[config.mk]
export PLATFORM = sky130hd
export DESIGN_NAME = cnn_acc_requant_25s_10s
export DESIGN_NICKNAME = d
export VERILOG_FILES = /design/src/rtl/cnn_acc_requant_25s_10s.sv
export SDC_FILE = /design/constraint.sdc
export NUM_CORES = 1
export LEC_CHECK = 0
export CORE_MARGIN = 2
export CORE_UTILIZATION = 60
export DETAILED_ROUTE_END_ITERATION = 8
export PLACE_DENSITY = 0.84
export SETUP_SLACK_MARGIN = 0.02
export SYNTH_ARGS = -nofsm -noshare
export SYNTH_HDL_FRONTEND = slang
export SYNTH_SLANG_ARGS = --single-unit
[constraint.sdc]
create_clock -name ap_clk -period 5.6 [get_ports ap_clk]
set_input_delay 1.4 -clock ap_clk [delete_from_list [all_inputs] [get_ports ap_clk]]
set_output_delay 1.4 -clock ap_clk [all_outputs]
set_load 0.005 [all_outputs]
[src/rtl/cnn_acc_requant_25s_10s.sv]
// Accumulates one output pixel's products onto a bias, then rounds, shifts
// and saturates the sum to OUT_W-bit signed fixed point behind valid/ready.
module cnn_acc_requant_25s_10s #(
    parameter int PROD_W     = 25,
    parameter int ACC_W      = 32,
    parameter int OUT_W      = 10,
    parameter int BIAS_W     = 14,
    parameter int N_TERMS    = 25,
    parameter int FRAC_SHIFT = 9
) (
    input  logic                     ap_clk,
    input  logic                     ap_rst_n,
    input  logic signed [BIAS_W-1:0] bias,
    input  logic signed [PROD_W-1:0] in_prod,
    input  logic                     in_valid,
    output logic                     in_ready,
    output logic signed [OUT_W-1:0]  out_data,
    output logic                     out_sat,
    output logic                     out_valid,
    input  logic                     out_ready,
    output logic                     busy
);

    localparam int CNT_W = $clog2(N_TERMS + 1);

    localparam logic [ACC_W:0] HALF = {{ACC_W{1'b0}}, 1'b1} << (FRAC_SHIFT - 1);
    localparam logic signed [ACC_W:0] R_MAX = (ACC_W + 1)'(2 ** (OUT_W - 1) - 1);
    localparam logic signed [ACC_W:0] R_MIN = (ACC_W + 1)'(-(2 ** (OUT_W - 1)));
    localparam logic [OUT_W-1:0] D_MAX = {1'b0, {(OUT_W - 1){1'b1}}};
    localparam logic [OUT_W-1:0] D_MIN = {1'b1, {(OUT_W - 1){1'b0}}};

    typedef enum logic [1:0] {IDLE, ACC, ROUND, OUT} state_t;

    state_t                  state;
    logic signed [ACC_W-1:0] acc;
    logic [CNT_W-1:0]        cnt;

    logic                    accept;
    logic signed [ACC_W-1:0] prod_ext;
    logic signed [ACC_W-1:0] bias_ext;
    logic signed [ACC_W:0]   rsum;
    logic signed [ACC_W:0]   rshift;

    assign in_ready = (state == IDLE) || (state == ACC);
    assign busy     = (state != IDLE);
    assign accept   = in_valid && in_ready;

    assign prod_ext = {{(ACC_W - PROD_W){in_prod[PROD_W-1]}}, in_prod};
    assign bias_ext = {{(ACC_W - BIAS_W){bias[BIAS_W-1]}}, bias} << FRAC_SHIFT;

    // One extra bit keeps the rounding offset from wrapping a near-full acc.
    assign rsum   = {acc[ACC_W-1], acc} + $signed(HALF);
    assign rshift = rsum >>> FRAC_SHIFT;

    always_ff @(posedge ap_clk or negedge ap_rst_n) begin
        if (!ap_rst_n) begin
            state     <= IDLE;
            acc       <= '0;
            cnt       <= '0;
            out_valid <= 1'b0;
            out_data  <= '0;
            out_sat   <= 1'b0;
        end else begin
            case (state)
                IDLE: begin
                    if (accept) begin
                        acc   <= bias_ext + prod_ext;
                        cnt   <= CNT_W'(1);
                        state <= ACC;
                    end
                end
                ACC: begin
                    if (accept) begin
                        acc <= acc + prod_ext;
                        cnt <= cnt + CNT_W'(1);
                        if (cnt == CNT_W'(N_TERMS - 1)) begin
                            state <= ROUND;
                        end
                    end
                end
                ROUND: begin
                    if (rshift > R_MAX) begin
                        out_data <= D_MAX;
                        out_sat  <= 1'b1;
                    end else if (rshift < R_MIN) begin
                        out_data <= D_MIN;
                        out_sat  <= 1'b1;
                    end else begin
                        out_data <= rshift[OUT_W-1:0];
                        out_sat  <= 1'b0;
                    end
                    out_valid <= 1'b1;
                    state     <= OUT;
                end
                OUT: begin
                    if (out_ready) begin
                        out_valid <= 1'b0;
                        acc       <= '0;
                        cnt       <= '0;
                        state     <= IDLE;
                    end
                end
                default: state <= IDLE;
            endcase
        end
    end

endmodule

======== Word level (Yosys, flattened, before mapping) ========
Index checks and enable logic that the tools add are counted.
storage, ports and cells
  flip-flop bits (word level) ............. 51
  bits in latches ......................... 0
  RAM bits ................................ 0
  memory bits (read-only) ................. 0
  input bits .............................. 43
  output and inout bits ................... 14
  memories ................................ 0
operators by class
  add/sub/neg operators ................... 4
  $mul .................................... 0
  divide/modulo/power cells ............... 0
  $lt $le $gt $ge ......................... 2
  equality and inequality tests ........... 8
  shifts and indexed selects .............. 0
  mux-type cells .......................... 19
  bitwise logic cells ..................... 0
  reductions and logical operators ........ 9
operators with widths
  kind                    number
  $mux 32                 3
  $pmux 32 s3             1
  $add 32x10->33 const B  1
  $add 32x25->32          1
  $add 23x25->26          1
  $gt 24x10->1 const B    1
  $lt 24x10->1 const B    1
  $mux 10                 2
  $mux 5                  3
  $pmux 5 s3              1
  $mux 2                  4
  $pmux 2 s4              1
  $reduce_and 4->1        2
  $ne 2x2->1 const B      3
  $add 5x1->5 const B     1
  $eq 5x5->1 const B      1
  $eq 2x2->1 const B      2
  $reduce_bool 2->1       2
  $mux 1                  3
  $reduce_bool 3->1       1
  $eq 2x1->1 const B      1
  $logic_not 2->1         1
  $ne 2x1->1 const B      1
  $pmux 1 s2              1
  other kinds (3)         3

======== Logic depth before layout (Yosys ltp) ========
  depth after elaboration ................. 5
  depth in mapped cells ................... 12
  depth with buffers taken out ............ 12

======== Worst setup path after synthesis ========
Ideal clock, no wire load.
  path type ............................... input to register
  start ................................... in in_prod[0]
  end ..................................... reg acc[24]
  library setup time ...................... 0.126 ns
  arrival time ............................ 3.679 ns
  setup slack ............................. 1.795 ns
  stages on the path ...................... 11
  buffers on the path ..................... 0
  path through ............................ ha_1 fa_1 a21o_1 a311o_1 nand4_1 nand2_1 a31o_1 a211o_1 xor2_1 a221oi_1 nor2_1
between the ends
  cells in the longest elaborated chain, start to end .. 3
  elaborated cells on any way between the ends .. 5
  those cells by class .................... add/sub (2); mux (3)
ends and longest elaborated chain
  element                                                  line    RTL
  start, declared                                          14      input logic signed [PROD_W-1:0] in_prod,
  $add 32x25->32 / $add 23x25->26 (equally long branches)  74, 67
  $mux 32 (on tied branches)                               73, 66
  $pmux 32 s3 (*)                                          64      case (state)
  end signal, assigned                                     67      acc <= bias_ext + prod_ext;
  end signal, assigned                                     74      acc <= acc + prod_ext;
  end, declared                                            35      logic signed [ACC_W-1:0] acc;
Mark *: on every way between the ends. The rest lies on a longest branch, timed or not. The select of a mux whose other input is x is not followed.
A chain may end at the register's enable or synchronous reset.

======== Final worst setup path ========
  start ................................... in in_prod[0]
  end ..................................... reg acc[30]
The elaborated chain is that of the path after synthesis.

==> impl_metrics.toml <==
[status]
status = "completed"

[critical_path]
startpoint_type = "input port"
crit_required_ns = 5.85
end_kind = "flop"
cp_max_fo = 3
arrival_ns = 4.62
critPathKind = "input port to flop"

[synthesis]
synth_warnings = 0
syn_inst = 637
synth_xor_area_frac = 0.0917
yosysTopAreaCell = "dfrtp_1"
synth_seq_area_share = 0.247
synth_top_family_by_area = "compound AO/OA/AOI/OAI gates"
synth-compound-area-share = 0.278
syn-num-nets = 736
syn_area_sq_um = 5160
synthFlopType = "dfrtp_1"
synth_top_area_frac = 0.247
synthMuxAreaShare = 0.0102
synth_fa_ha_area_frac = 0.139
synth_area_leaders = "dfrtp_1 25%, ha_1 13%, nor2_1 6.6%"
synth-simple-area-share = 0.198
synth_cell_types = 79
avgSynthCellArea_sq_um = 8.10
async_flop_share = 1.00
synth-edff-count = 0
ys_ff_latch = 51

[cells_and_area]
syn2layout_area_growth_pct = 13.9
final_nets = 777
utilization = 0.712
diodes = 0
layoutNonFillerInstCount = 784
final_cell_area_sq_um = 5880
drive_gt1_frac = 0.0471

[global_routing]
grt_max_degree = 52
gr-total-overflow = 0
track_usage = 0.298
first_global_vias = 4960
antenna_found_initial = 0
grt_pass1_wl_um = 23200

[clock_network]
cts_tree = "done"
clock_sinks = 51
path_clk_slew_ns = 0.11
postCtsHoldBufs = 0
h-tree-depth = 2
cts_buffer_depth = 2
cts_resized = 0
cts_setup_buffers = 0
cts-root-buf = "clkbuf_8"
worstSkewPairLatency_ns = 0.32
cts_buffers = 5

[power]
power.leakage_nw = 2.46
ir_drop_mv = 0.250
p_total_mw = 3.33
pwr_density_cell_nw_per_um2 = 566

[floorplanning]
die_x_um = 96.7
rows = 33
die_area_sq_um = 9350
io_pins = 57
initial_utilization = 0.625
die_h_um = 96.7
core_area_sq_um = 8260

[sta]
slew_violations = 0
hold_viol = 0
rsz0062_at_grt = "no"
fin_worst_skew_ns = 0.0140
timing.final.ws_setup_ns = 1.23
finalSetupViolCount = 0
period_share = 0.781
timing.final.crit_period_ns = 4.37
slew_headroom = 0.373
hold_slack_ns = 0.525
timing.fmax_ghz = 0.229
setup_tns_ns = 0
worst_pin_slew_ns = 0.917

[routing]
postRouteAntennaNets = 0
dr.pass1.iters = 5
via_per_inst = 6.40
vias = 5019
wl_um = 13800
wl_per_cell_um = 17.6
drt-initial-drc-count = 316
drc = 0

[placement]
dp.cells = 776
dp_worst_setup_slack_ns = 1.03
place.gp.congestion = 0.958
dp_hpwl_um = 10300
numPortBuffers = 56
place_area_sq_um = 5780

[hold_path]
min_path_type = "flop to flop"

[flow_run]
drv_cap = 0
-- per-layer routing --
| layer | wire length, um | track usage | part of all wire | vias up |
|---|---|---|---|---|
| li1 | - | - | - | 2462 |
| met1 | 5820 | 0.365 | 0.42 | 2400 |
| met2 | 7130 | 0.543 | 0.52 | 130 |
| met3 | 515 | 0.0311 | 0.037 | 27 |
| met4 | 295 | 0.0986 | 0.021 | 0 |
| met5 | 0 | 0 | 0 | - |
-- kinds of logic after synthesis --
group | after synthesis
simple gates | 214
compound gates | 209
fa+ha+maj | 56
xor+xnor | 54
flops | 51
buf+inv | 48
mux | 5
-- flip-flops by register name (all words and copies together) (netlist names) --
| name | flops |
|---|---|
| acc | 32 |
| cnt | 5 |
| out_data | 10 |
| out_valid | 1 |
| state | 2 |
| out_sat | 1 |
-- worst paths after layout --
kind / start / end / slack [ns] / cells past startpoint
max: in_prod[0] / acc[30] / 1.23 / 12
min: out_data[9] / out_data[9] / 0.53 / 1
max reg2reg: acc[0] / acc[30] / 2.40 / 11
min reg2reg: out_data[9] / out_data[9] / 0.53 / 1
max in group asynchronous: ap_rst_n / acc[22] / 3.93 / 2
min in group asynchronous: ap_rst_n / acc[0] / 1.20 / 2
-- cells in the final DEF (no fill, tap or decap), drive strengths merged, types with 4 or more instances in the layout --
| cell type | count |
|---|---|
| o211ai | 4 |
| o21a | 5 |
| nand2b | 5 |
| clkdlybuf4s50 | 55 |
| a21oi | 49 |
| nand2 | 39 |
| xor2 | 21 |
| nor2b | 6 |
| a211oi | 4 |
| a221oi | 22 |
| a31oi | 7 |
| ha | 54 |
| nor2 | 92 |
| o21ai | 42 |
| nand3 | 26 |
| buf | 6 |
| inv | 20 |
| dfrtp | 51 |
| o21bai | 5 |
| o22ai | 17 |
| nor3 | 11 |
| and2 | 5 |
| clkbuf | 6 |
| and3 | 6 |
| xnor2 | 33 |
| nand4 | 7 |
| a21o | 16 |
-- critical path, stage by stage --
cell	delay, ns
clkdlybuf4s50_1	0.48
ha_1	0.22
fa_1	0.23
a21o_1	0.15
a311o_1	0.26
nand4_1	0.15
a2111oi_0	0.83
o211ai_1	0.21
a21oi_1	0.26
a311oi_1	0.15
xor2_1	0.16
o21ai_1	0.13
-- final cells by class --
cell class | count | area, sq um
Multi-Input combinational cell | 538 | 3700
Fill cell | 676 | 2380
Sequential cell | 51 | 1280
Timing Repair Buffer | 61 | 593
Tap cell | 105 | 131
Clock buffer | 6 | 82.6
Inverter | 21 | 78.8
Clock inverter | 2 | 16.3
-- cells in the mapped netlist (3+ instances only) --
master / instances
o21ai_1: 10
xnor2_1: 33
and2_1: 4
ha_1: 54
nand4_1: 6
mux2i_1: 3
a31oi_1: 7
and4_1: 3
and3_1: 6
clkbuf_1: 22
dfrtp_1: 51
nand3_1: 26
nand2b_1: 5
o21a_1: 5
xor2_1: 21
o21ai_0: 31
a22o_1: 3
nor2_1: 91
o211ai_1: 4
a221oi_1: 21
nor3_1: 9
o22ai_1: 17
o21bai_1: 5
inv_1: 20
a211oi_1: 4
nand2_1: 39
nor2b_1: 6
a21oi_1: 49
a21o_1: 16
-- power by group --
part	leakage [nW]	switching, mW	internal [mW]
logic	1.82	1.32	0.972
clock network	0.0474	0.140	0.101
registers	0.585	0.246	0.546
Power figures use the tool's default switching activity.
